File: config.mk
export PLATFORM = sky130hd
export DESIGN_NAME = mem_port_arbiter
export DESIGN_NICKNAME = d
export VERILOG_FILES = /design/src/rtl/mem_port_arbiter.sv
export SDC_FILE = /design/constraint.sdc
export NUM_CORES = 1
export LEC_CHECK = 0
export ABC_AREA = 1
export BUFFER_PORTS_ARGS = -buffer_cell sky130_fd_sc_hd__buf_2
export CAP_MARGIN = 20
export CORE_MARGIN = 1
export CORE_UTILIZATION = 48
export DETAILED_ROUTE_END_ITERATION = 12
export HOLD_SLACK_MARGIN = 0.1
export PLACE_DENSITY = 0.85
export SLEW_MARGIN = 20
export SYNTH_ARGS = -nofsm -noshare
export SYNTH_HDL_FRONTEND = slang
export SYNTH_SLANG_ARGS = --single-unit
File: constraint.sdc
create_clock -name clk -period 1.7 [get_ports clk]
set_input_delay 0.34 -clock clk [delete_from_list [all_inputs] [get_ports clk]]
set_output_delay 0.34 -clock clk [all_outputs]
set_load 0.005 [all_outputs]
File: src/rtl/mem_port_arbiter.sv
// Sequencing arbiter sharing one single-port instruction/data memory between
// the instruction fetch requester and the load/store requester. Each
// transaction runs IDLE (grant) -> ACCESS (MEM_LATENCY cycles) -> RESP (one
// cycle). Data has priority, but only until MAX_DATA_STREAK consecutive data
// grants have gone by while fetch was waiting.
module mem_port_arbiter #(
  parameter int AWIDTH          = 32,
  parameter int DWIDTH          = 32,
  parameter int MEM_LATENCY     = 1,
  parameter int MAX_DATA_STREAK = 4
) (
  input  logic              clk,
  input  logic              rst,
  input  logic              if_req_i,
  input  logic [AWIDTH-1:0] if_addr_i,
  output logic              if_gnt_o,
  output logic              if_rvalid_o,
  output logic [DWIDTH-1:0] if_rdata_o,
  input  logic              d_req_i,
  input  logic              d_we_i,
  input  logic [AWIDTH-1:0] d_addr_i,
  input  logic [DWIDTH-1:0] d_wdata_i,
  input  logic [2:0]        d_funct3_i,
  output logic              d_gnt_o,
  output logic              d_rvalid_o,
  output logic [DWIDTH-1:0] d_rdata_o,
  output logic [AWIDTH-1:0] mem_addr_o,
  output logic [DWIDTH-1:0] mem_data_o,
  output logic              mem_read_en_o,
  output logic              mem_write_en_o,
  output logic [2:0]        mem_funct3_o,
  input  logic [DWIDTH-1:0] mem_data_i,
  output logic              busy_o
);

  typedef enum logic [1:0] {IDLE, ACCESS, RESP} state_t;

  localparam int CW = (MEM_LATENCY > 1) ? $clog2(MEM_LATENCY) : 1;
  localparam int SW = $clog2(MAX_DATA_STREAK + 1);
  localparam logic [CW-1:0] CNT_LOAD   = CW'(MEM_LATENCY - 1);
  localparam logic [SW-1:0] STREAK_MAX = SW'(MAX_DATA_STREAK);
  localparam logic [2:0]    F3_WORD    = 3'b010;

  state_t            state_q, state_d;
  logic [CW-1:0]     cnt_q;
  logic [SW-1:0]     streak_q;
  logic              owner_data_q;
  logic              we_q;
  logic [AWIDTH-1:0] addr_q;
  logic [DWIDTH-1:0] wdata_q;
  logic [2:0]        funct3_q;
  logic [DWIDTH-1:0] if_rdata_q, d_rdata_q;
  logic              grant_d, grant_f;
  logic              in_access, last_access;

  assign in_access   = (state_q == ACCESS);
  assign last_access = in_access && (cnt_q == '0);

  // Next-state and grant decision; grants exist only in IDLE.
  always_comb begin
    // NOTE: every signal assigned here gets a default first so no path leaves
    // it unassigned, which would otherwise infer a latch.
    state_d = state_q;
    grant_d = 1'b0;
    grant_f = 1'b0;
    case (state_q)
      IDLE: begin
        if (d_req_i && (!if_req_i || streak_q != STREAK_MAX)) grant_d = 1'b1;
        else if (if_req_i)                                     grant_f = 1'b1;
        if (grant_d || grant_f) state_d = ACCESS;
      end
      ACCESS:  if (cnt_q == '0) state_d = RESP;
      RESP:    state_d = IDLE;
      default: state_d = IDLE;
    endcase
  end

  // State register.
  always_ff @(posedge clk) begin
    // NOTE: sequential state uses non-blocking assignments so every register
    // samples pre-edge values, independent of block evaluation order.
    if (rst) state_q <= IDLE;
    else     state_q <= state_d;
  end

  // Transaction latch, latency counter, response data and data-streak counter.
  always_ff @(posedge clk) begin
    if (rst) begin
      cnt_q        <= '0;
      streak_q     <= '0;
      owner_data_q <= 1'b0;
      we_q         <= 1'b0;
      addr_q       <= '0;
      wdata_q      <= '0;
      funct3_q     <= F3_WORD;
      if_rdata_q   <= '0;
      d_rdata_q    <= '0;
    end else begin
      if (grant_d) begin
        owner_data_q <= 1'b1;
        we_q         <= d_we_i;
        addr_q       <= d_addr_i;
        wdata_q      <= d_wdata_i;
        funct3_q     <= d_funct3_i;
        cnt_q        <= CNT_LOAD;
        if (!if_req_i)                   streak_q <= '0;
        else if (streak_q != STREAK_MAX) streak_q <= streak_q + 1'b1;
      end else if (grant_f) begin
        owner_data_q <= 1'b0;
        we_q         <= 1'b0;
        addr_q       <= if_addr_i;
        wdata_q      <= '0;
        funct3_q     <= F3_WORD;
        cnt_q        <= CNT_LOAD;
        streak_q     <= '0;
      end else if (in_access && cnt_q != '0) begin
        cnt_q <= cnt_q - 1'b1;
      end

      if (last_access) begin
        if (owner_data_q) d_rdata_q  <= we_q ? '0 : mem_data_i;
        else              if_rdata_q <= mem_data_i;
      end
    end
  end

  // Memory port is driven only during ACCESS; idle values otherwise.
  assign mem_addr_o     = in_access ? addr_q   : '0;
  assign mem_data_o     = in_access ? wdata_q  : '0;
  assign mem_funct3_o   = in_access ? funct3_q : F3_WORD;
  assign mem_read_en_o  = in_access && !we_q;
  assign mem_write_en_o = in_access && we_q && (cnt_q == CNT_LOAD);

  assign if_gnt_o    = grant_f;
  assign d_gnt_o     = grant_d;
  assign if_rvalid_o = (state_q == RESP) && !owner_data_q;
  assign d_rvalid_o  = (state_q == RESP) && owner_data_q;
  assign if_rdata_o  = if_rdata_q;
  assign d_rdata_o   = d_rdata_q;
  assign busy_o      = (state_q != IDLE);

endmodule

==> results of run 1 <==
metrics by stage:
| stage | instances | setup TNS (ns) | hold WS (ns) |
|---|---|---|---|
| 6_report | 1417 | -2.53 | 0.179 |
| 5_1_grt | 1417 | -7.52 | 0.178 |
| 4_1_cts | 1407 | -4.95 | 0.166 |
| 3_5_place_dp | 1364 | 0 | 0.455 |
| 3_3_place_gp | 1364 | 0 | 0.451 |
| 2_1_floorplan | 962 | 0 | 0.444 |
flip-flops by register name, summed over array words and instances (netlist names):
name	count
owner_data_q	1
addr_q	32
streak_q	3
cnt_q	1
d_rdata_o	32
funct3_q	3
if_rdata_o	32
state_q	2
we_q	1
wdata_q	32
Yosys cell counts:
| library cell | count |
|---|---|
| nand3_2 | 2 |
| buf_4 | 1 |
| nor3_1 | 2 |
| nand3_1 | 2 |
| nand2_4 | 1 |
| dfxtp_1 | 139 |
| clkinv_1 | 1 |
| buf_6 | 9 |
| nand2_1 | 240 |
| clkbuf_1 | 39 |
| nor2_8 | 1 |
| nand4_1 | 69 |
| buf_1 | 4 |
| nor2_4 | 2 |
| inv_2 | 2 |
| buf_2 | 24 |
| nor2_1 | 201 |
| ha_1 | 2 |
| a21oi_1 | 74 |
| o21ai_0 | 33 |
| inv_1 | 81 |
| nand3b_1 | 32 |
| nand3_4 | 1 |
how the worst max path moves through the flow:
stage	start	end	slack (ns)	cells past startpoint
4_1_cts	state_q[0]$_SDFFE_PP0P_	if_gnt_o	-0.11	5
2_1_floorplan	state_q[0]$_SDFFE_PP0P_	mem_data_o[12]	0.23	6
3_3_place_gp	state_q[1]$_SDFFE_PP0P_	if_gnt_o	0.12	4
6_report	streak_q[0]$_SDFFE_PP0P_	if_gnt_o	-0.09	5
3_5_place_dp	state_q[1]$_SDFFE_PP0P_	if_gnt_o	0.13	4
5_1_grt	state_q[0]$_SDFFE_PP0P_	mem_data_o[15]	-0.15	6
placed cells by master, fill, tap and decap left out, drive strengths merged:
cell type	Yosys	routed
a21oi	74	74
buf	38	325
bufinv	0	3
clkbuf	39	24
clkinv	1	3
clkinvlp	0	1
dfxtp	139	139
ha	2	2
inv	83	84
nand2	241	241
nand3	5	5
nand3b	32	32
nand4	69	69
nor2	204	204
nor3	2	2
o21ai	33	33
area by class of cell:
class | count | area (µm²) | share of cell area (%)
sequential | 139 | 2790 | 30.9
clock buffer | 24 | 492 | 5.45
clock inverter | 7 | 113 | 1.25
timing repair buffer | 325 | 1960 | 21.7
tap | 176 | 220 | 2.44
multi-input combinational | 662 | 3130 | 34.7
inverter | 84 | 320 | 3.55
power groups by stage:
stage	clock (W)	sequential (W)	combinational, W
floorplan	0	0.00368	0.000935
global route	0.00399	0.00365	0.00193
CTS	0.00384	0.00362	0.00167
finish	0.00379	0.00362	0.00175
global placement	0	0.00367	0.00152
detailed placement	0	0.00368	0.00154
logic make-up (layout without fill, tap and decap cells):
group                      after synthesis  in the layout  synth area share [%]
AOI/OAI and AO/OA                      107            107                  8.25
DFF                                    139            139                  42.9
buffers and inverters                  161            440                  10.9
adders and majority gates                2              2                 0.386
and+or+nand+nor                        553            553                  37.6
timing repair:
item | in CTS | in global routing
hold buffers | 0 | 0
gates resized for setup | 43 | 19
pin swaps | 5 | 3
buffers inserted | 12 | 10
setup endpoints to repair | 73 | 84
cloned | 1 | 0
critical path: stages (launching register included):
cell and delay (ns):
dfxtp_2 0.33, inv_1 0.07, ha_2 0.20, nand3_4 0.11
a21oi_4 0.18, buf_2 0.14
routing by layer:
layer	global-route usage, %	vias up	share of wire, %
li1	-	3581	-
met1	33.3	3347	40
met2	48.3	368	51
met3	6.42	42	7.6
met4	11.5	2	2.3
met5	0	-	0.085
==> flow_summary.toml, run 1 <==
[outcome]
outcome = "finished, violations left"
violations = "negative setup slack"

[worst_setup_path]
cp.required_ns = 1.36
path_class = "reg2out"
cp-start-kind = "register"
critical_path_arrival_ns = 1.45
r2r-start = "state_q[0]$_SDFFE_PP0P_"
worstSetupEndpointType = "output pin"
rrSetupSlack_ns = 0.05
cp_max_fo = 4
rr_endpoint = "d_rdata_o[6]$_SDFFE_PP0P_"
ff2ff_path_depth = 11

[floorplanning]
core_um2 = 13200
start_util_pct = 49.2
die_y_um = 118
die_area_um2 = 14000
die_w_um = 118
pin_count = 274
rows = 42

[timing]
worst_slack_ns = -0.0859
setup_viol = 70
rsz0062_at_grt = "true"
fin_crit_ns = 1.79
relSlewSlack_pct = 69.6
slew_violations = 0
finalCritPeriodShare_pct = 105
max_freq_ghz = 0.560
fin_skew_ns = 0.00546
tightest_slew_ns = 0.456
hold_violations = 0

[clock_network]
numCtsBuffers = 17
clkTransAtPathRegs_ns = 0.06
ctsRootBufferMaster = "clkbuf_16"
htreeDepth = 4
clock_latency_ns = 0.41
cts_num_sinks = 139
cts_tree = "done"
clock_path_buffers = 2

[global_route]
grt_max_degree = 78
grt_antenna_before_repair = 1
grt_pass1_vias = 6498
grt_pass1_wl_mm = 31.3
grtUsageTotal_pct = 28.0
overflow = 0

[routing]
viasPerCell = 5.18
route.detailed.wl_per_inst_um = 14.2
vias = 7340
wl_mm = 20.1
drc = 0
drtIter0Drc = 590
dr.pass1.iters = 6
ant_nets = 0

[placed_design]
placed_area_um2 = 8040
pre_cts_slack_ns = 0.131
io_buffers = 273
gp_congestion = 0.852
hpwl_mm = 12.8

[power_and_ir_drop]
power.density_nw_per_um2 = 1020
p_leak_nw = 4.47
seqPwrFrac_pct = 39.5
internal-power_w = 0.00671
ir_drop_mv = 0.672
p_sw_w = 0.00245
switching_share_pct = 26.7
pwr-share-clk_pct = 41.4
p_comb_share_pct = 19.1
fin_total_pwr_w = 0.00916

[final_layout]
drive_above_1_share_pct = 32.3
nets = 1367
nFillCells = 1105
final_core_util_pct = 68.4
post-route-cell-area_um2 = 9020
n_antenna_cell = 0
synthToLayoutAreaGrowth_pct = 39.0

[synth]
netlist_instances = 962
synth_area_leader_cell = "dfxtp_1"
ys_seq_elements = 139
synth.distinct_cells = 23
yosysTopAreaCellShare_pct = 42.9
syn_area_per_cell_um2 = 6.74
syn_area_um2 = 6490
yosys-top-cells-area = "dfxtp_1, nand2_1, nor2_1"
synth.yosys.seq_area_share_pct = 42.9
yosysWarnings = 0
syn_nets = 1100

[job]
drv_cap = 0

[worst_hold_path]
min_to = "funct3_q[1]$_SDFFE_PP1P_"
hold_path_class = "in2reg"
min_path_cells = 3
hp-start = "d_funct3_i[1]"
Power figures use the tool's default switching activity.
==> run 2, diff against run 1 <==
--- a/config.mk
+++ b/config.mk
@@ -11,6 +11,7 @@
 export CORE_MARGIN = 1
 export CORE_UTILIZATION = 48
 export DETAILED_ROUTE_END_ITERATION = 12
+export GPL_ROUTABILITY_DRIVEN = 0
 export HOLD_SLACK_MARGIN = 0.1
 export PLACE_DENSITY = 0.85
 export SLEW_MARGIN = 20
==> constraint.sdc (replaced) <==
create_clock -name clk -period 1.75 [get_ports clk]
set_input_delay 0.35 -clock clk [delete_from_list [all_inputs] [get_ports clk]]
set_output_delay 0.35 -clock clk [all_outputs]
set_load 0.005 [all_outputs]
==> run 2 against run 1 <==
Net effect:
- the flow still finishes with violations (negative setup slack)
- die area unchanged
- worst hold slack improved by 0.0099 ns
- clock power decreased by 9.8%
- final cell count decreased by 0.71%
- total power fell by 6.2%
- first-iteration DRC count fell by 16%
- combinational power is 5% lower
- core utilization is 1.1 points lower
- routed wire length decreased by 1.0%
- critical path depth stayed put
- critical endpoint unchanged
==> flow_summary.toml, run 2 (synthesis results as in run 1) <==
[final_layout]
drive_above_1_share_pct = 31.7
nets = 1361
post-route-cell-area_um2 = 8870
final_common_cell = "buf_2"
n_antenna_cell = 0
synthToLayoutAreaGrowth_pct = 36.7
mostFrequentLayoutCells = "buf_2, nand2_1, nor2_1"
final_core_util_pct = 67.2

[routing]
dr.pass1.iters = 5
route.detailed.wl_per_inst_um = 14.1
wl_mm = 19.9
drtIter0Drc = 498
ant_nets = 0
drc = 0
viasPerCell = 5.17
vias = 7269

[timing]
fin_tns_setup_ns = -0.0640
fin_skew_ns = 0.0105
max_freq_ghz = 0.563
relSlewSlack_pct = 70.0
rsz0062_at_grt = "true"
slew_violations = 0
fin_crit_ns = 1.78
worst_slack_ns = -0.0268
hold_violations = 0
setup_viol = 4
finalCritPeriodShare_pct = 102
tightest_slew_ns = 0.451

[power_and_ir_drop]
seqPwrFrac_pct = 40.9
p_comb_share_pct = 19.3
power.density_nw_per_um2 = 969
p_leak_nw = 4.41
internal-power_w = 0.00628
switching_share_pct = 26.9
ir_drop_mv = 0.645
p_sw_w = 0.00231
pwr-share-clk_pct = 39.8

[worst_setup_path]
slowest_stage = "dfxtp_2"
cp_max_fo = 5
max_stage_delay_ns = 0.32
ff2ff_path_depth = 8
worstSetupEndpointType = "output pin"
crit_chain = "buf_4, nor2_4, nand2_2, a21oi_2, buf_2"
cp.required_ns = 1.40
cp-start-kind = "register"
path_class = "reg2out"
cpLargestDelayFamily = "flip-flops"
cp.depth = 5
critical_path_arrival_ns = 1.43
crit_buf_inv = 2

[clock_network]
clkTransAtPathRegs_ns = 0.06
cts_num_sinks = 139
htreeDepth = 4
clock_latency_ns = 0.41
clock_path_buffers = 2
cts_tree = "done"
holdBufCountCts = 0
numCtsBuffers = 17
ctsRootBufferMaster = "clkbuf_16"

[placed_design]
hpwl_mm = 12.7
io_buffers = 273
pre_cts_slack_ns = 0.204
placed_area_um2 = 8020

[global_route]
grt_pass1_vias = 6482
grt_pass1_wl_mm = 30.5
grt_max_degree = 79
grt_antenna_before_repair = 0
grtUsageTotal_pct = 26.8
overflow = 0

[floorplanning]
pin_count = 274
die_y_um = 118
start_util_pct = 49.2
core_um2 = 13200
die_w_um = 118
rows = 42
die_area_um2 = 14000

[job]
drv_cap = 0

[worst_hold_path]
hold_path_class = "in2reg"
min_path_cells = 3

[outcome]
violations = "negative setup slack"
outcome = "finished, violations left"
==> run 2: routing by layer <==
metal  track usage, %  wire length (µm)
met1             32.1              7900
met2             45.5              9720
met3             7.14              1750
met4             10.7               525
met5                0                 0
==> run 2: layout make-up <==
type / instances / area, µm²
clock inverter: 3 / 65.1
multi-input combinational: 662 / 3110
timing repair buffer: 319 / 1890
inverter: 84 / 318
tap: 176 / 220
sequential: 139 / 2790
clock buffer: 24 / 482
fill: 1128 / 4320
==> run 2: worst paths after layout <==
path                         endpoint               startpoint  slack, ns
max                          if_gnt_o  state_q[0]$_SDFFE_PP0P_      -0.03
min          funct3_q[1]$_SDFFE_PP1P_            d_funct3_i[1]       0.19
max reg2reg    addr_q[3]$_SDFFE_PP0P_  state_q[0]$_SDFFE_PP0P_       0.17
min reg2reg   wdata_q[1]$_SDFFE_PP0P_  wdata_q[1]$_SDFFE_PP0P_       0.46
==> run 2: worst reg2reg max path: stages, from the launching register on <==
cell and delay (ns):
dfxtp_2 0.32, buf_4 0.15, nor2_4 0.15, buf_4 0.14
buf_4 0.13, buf_12 0.25, nand3b_1 0.15, nand2_1 0.12
a21oi_1 0.06
==> run 2: what timing repair did <==
item	4_1_cts	5_1_grt
resized for setup	20	26
pin swaps	3	5
hold endpoints to repair	0	0
buffers inserted	9	5
gates cloned	1	2
endpoints found under the setup margin	71	72
==> run 2: stage by stage <==
stage                     power (W)  hold slack [ns]  cells
after global placement      0.00503            0.450   1363
after detailed placement    0.00507            0.454   1363
after global routing        0.00896            0.175   1407
after CTS                   0.00855            0.172   1400
after floorplan             0.00449            0.444    962
final                       0.00859            0.189   1407
==> run 2: power by group through the flow <==
stage                     Sequential (W)  Combinational, W  Clock [W]
after detailed placement         0.00358           0.00149          0
final                            0.00351           0.00166    0.00342
after floorplan                  0.00358          0.000908          0
after global routing             0.00354           0.00183    0.00359
after global placement           0.00356           0.00147          0
after CTS                        0.00351           0.00157    0.00346
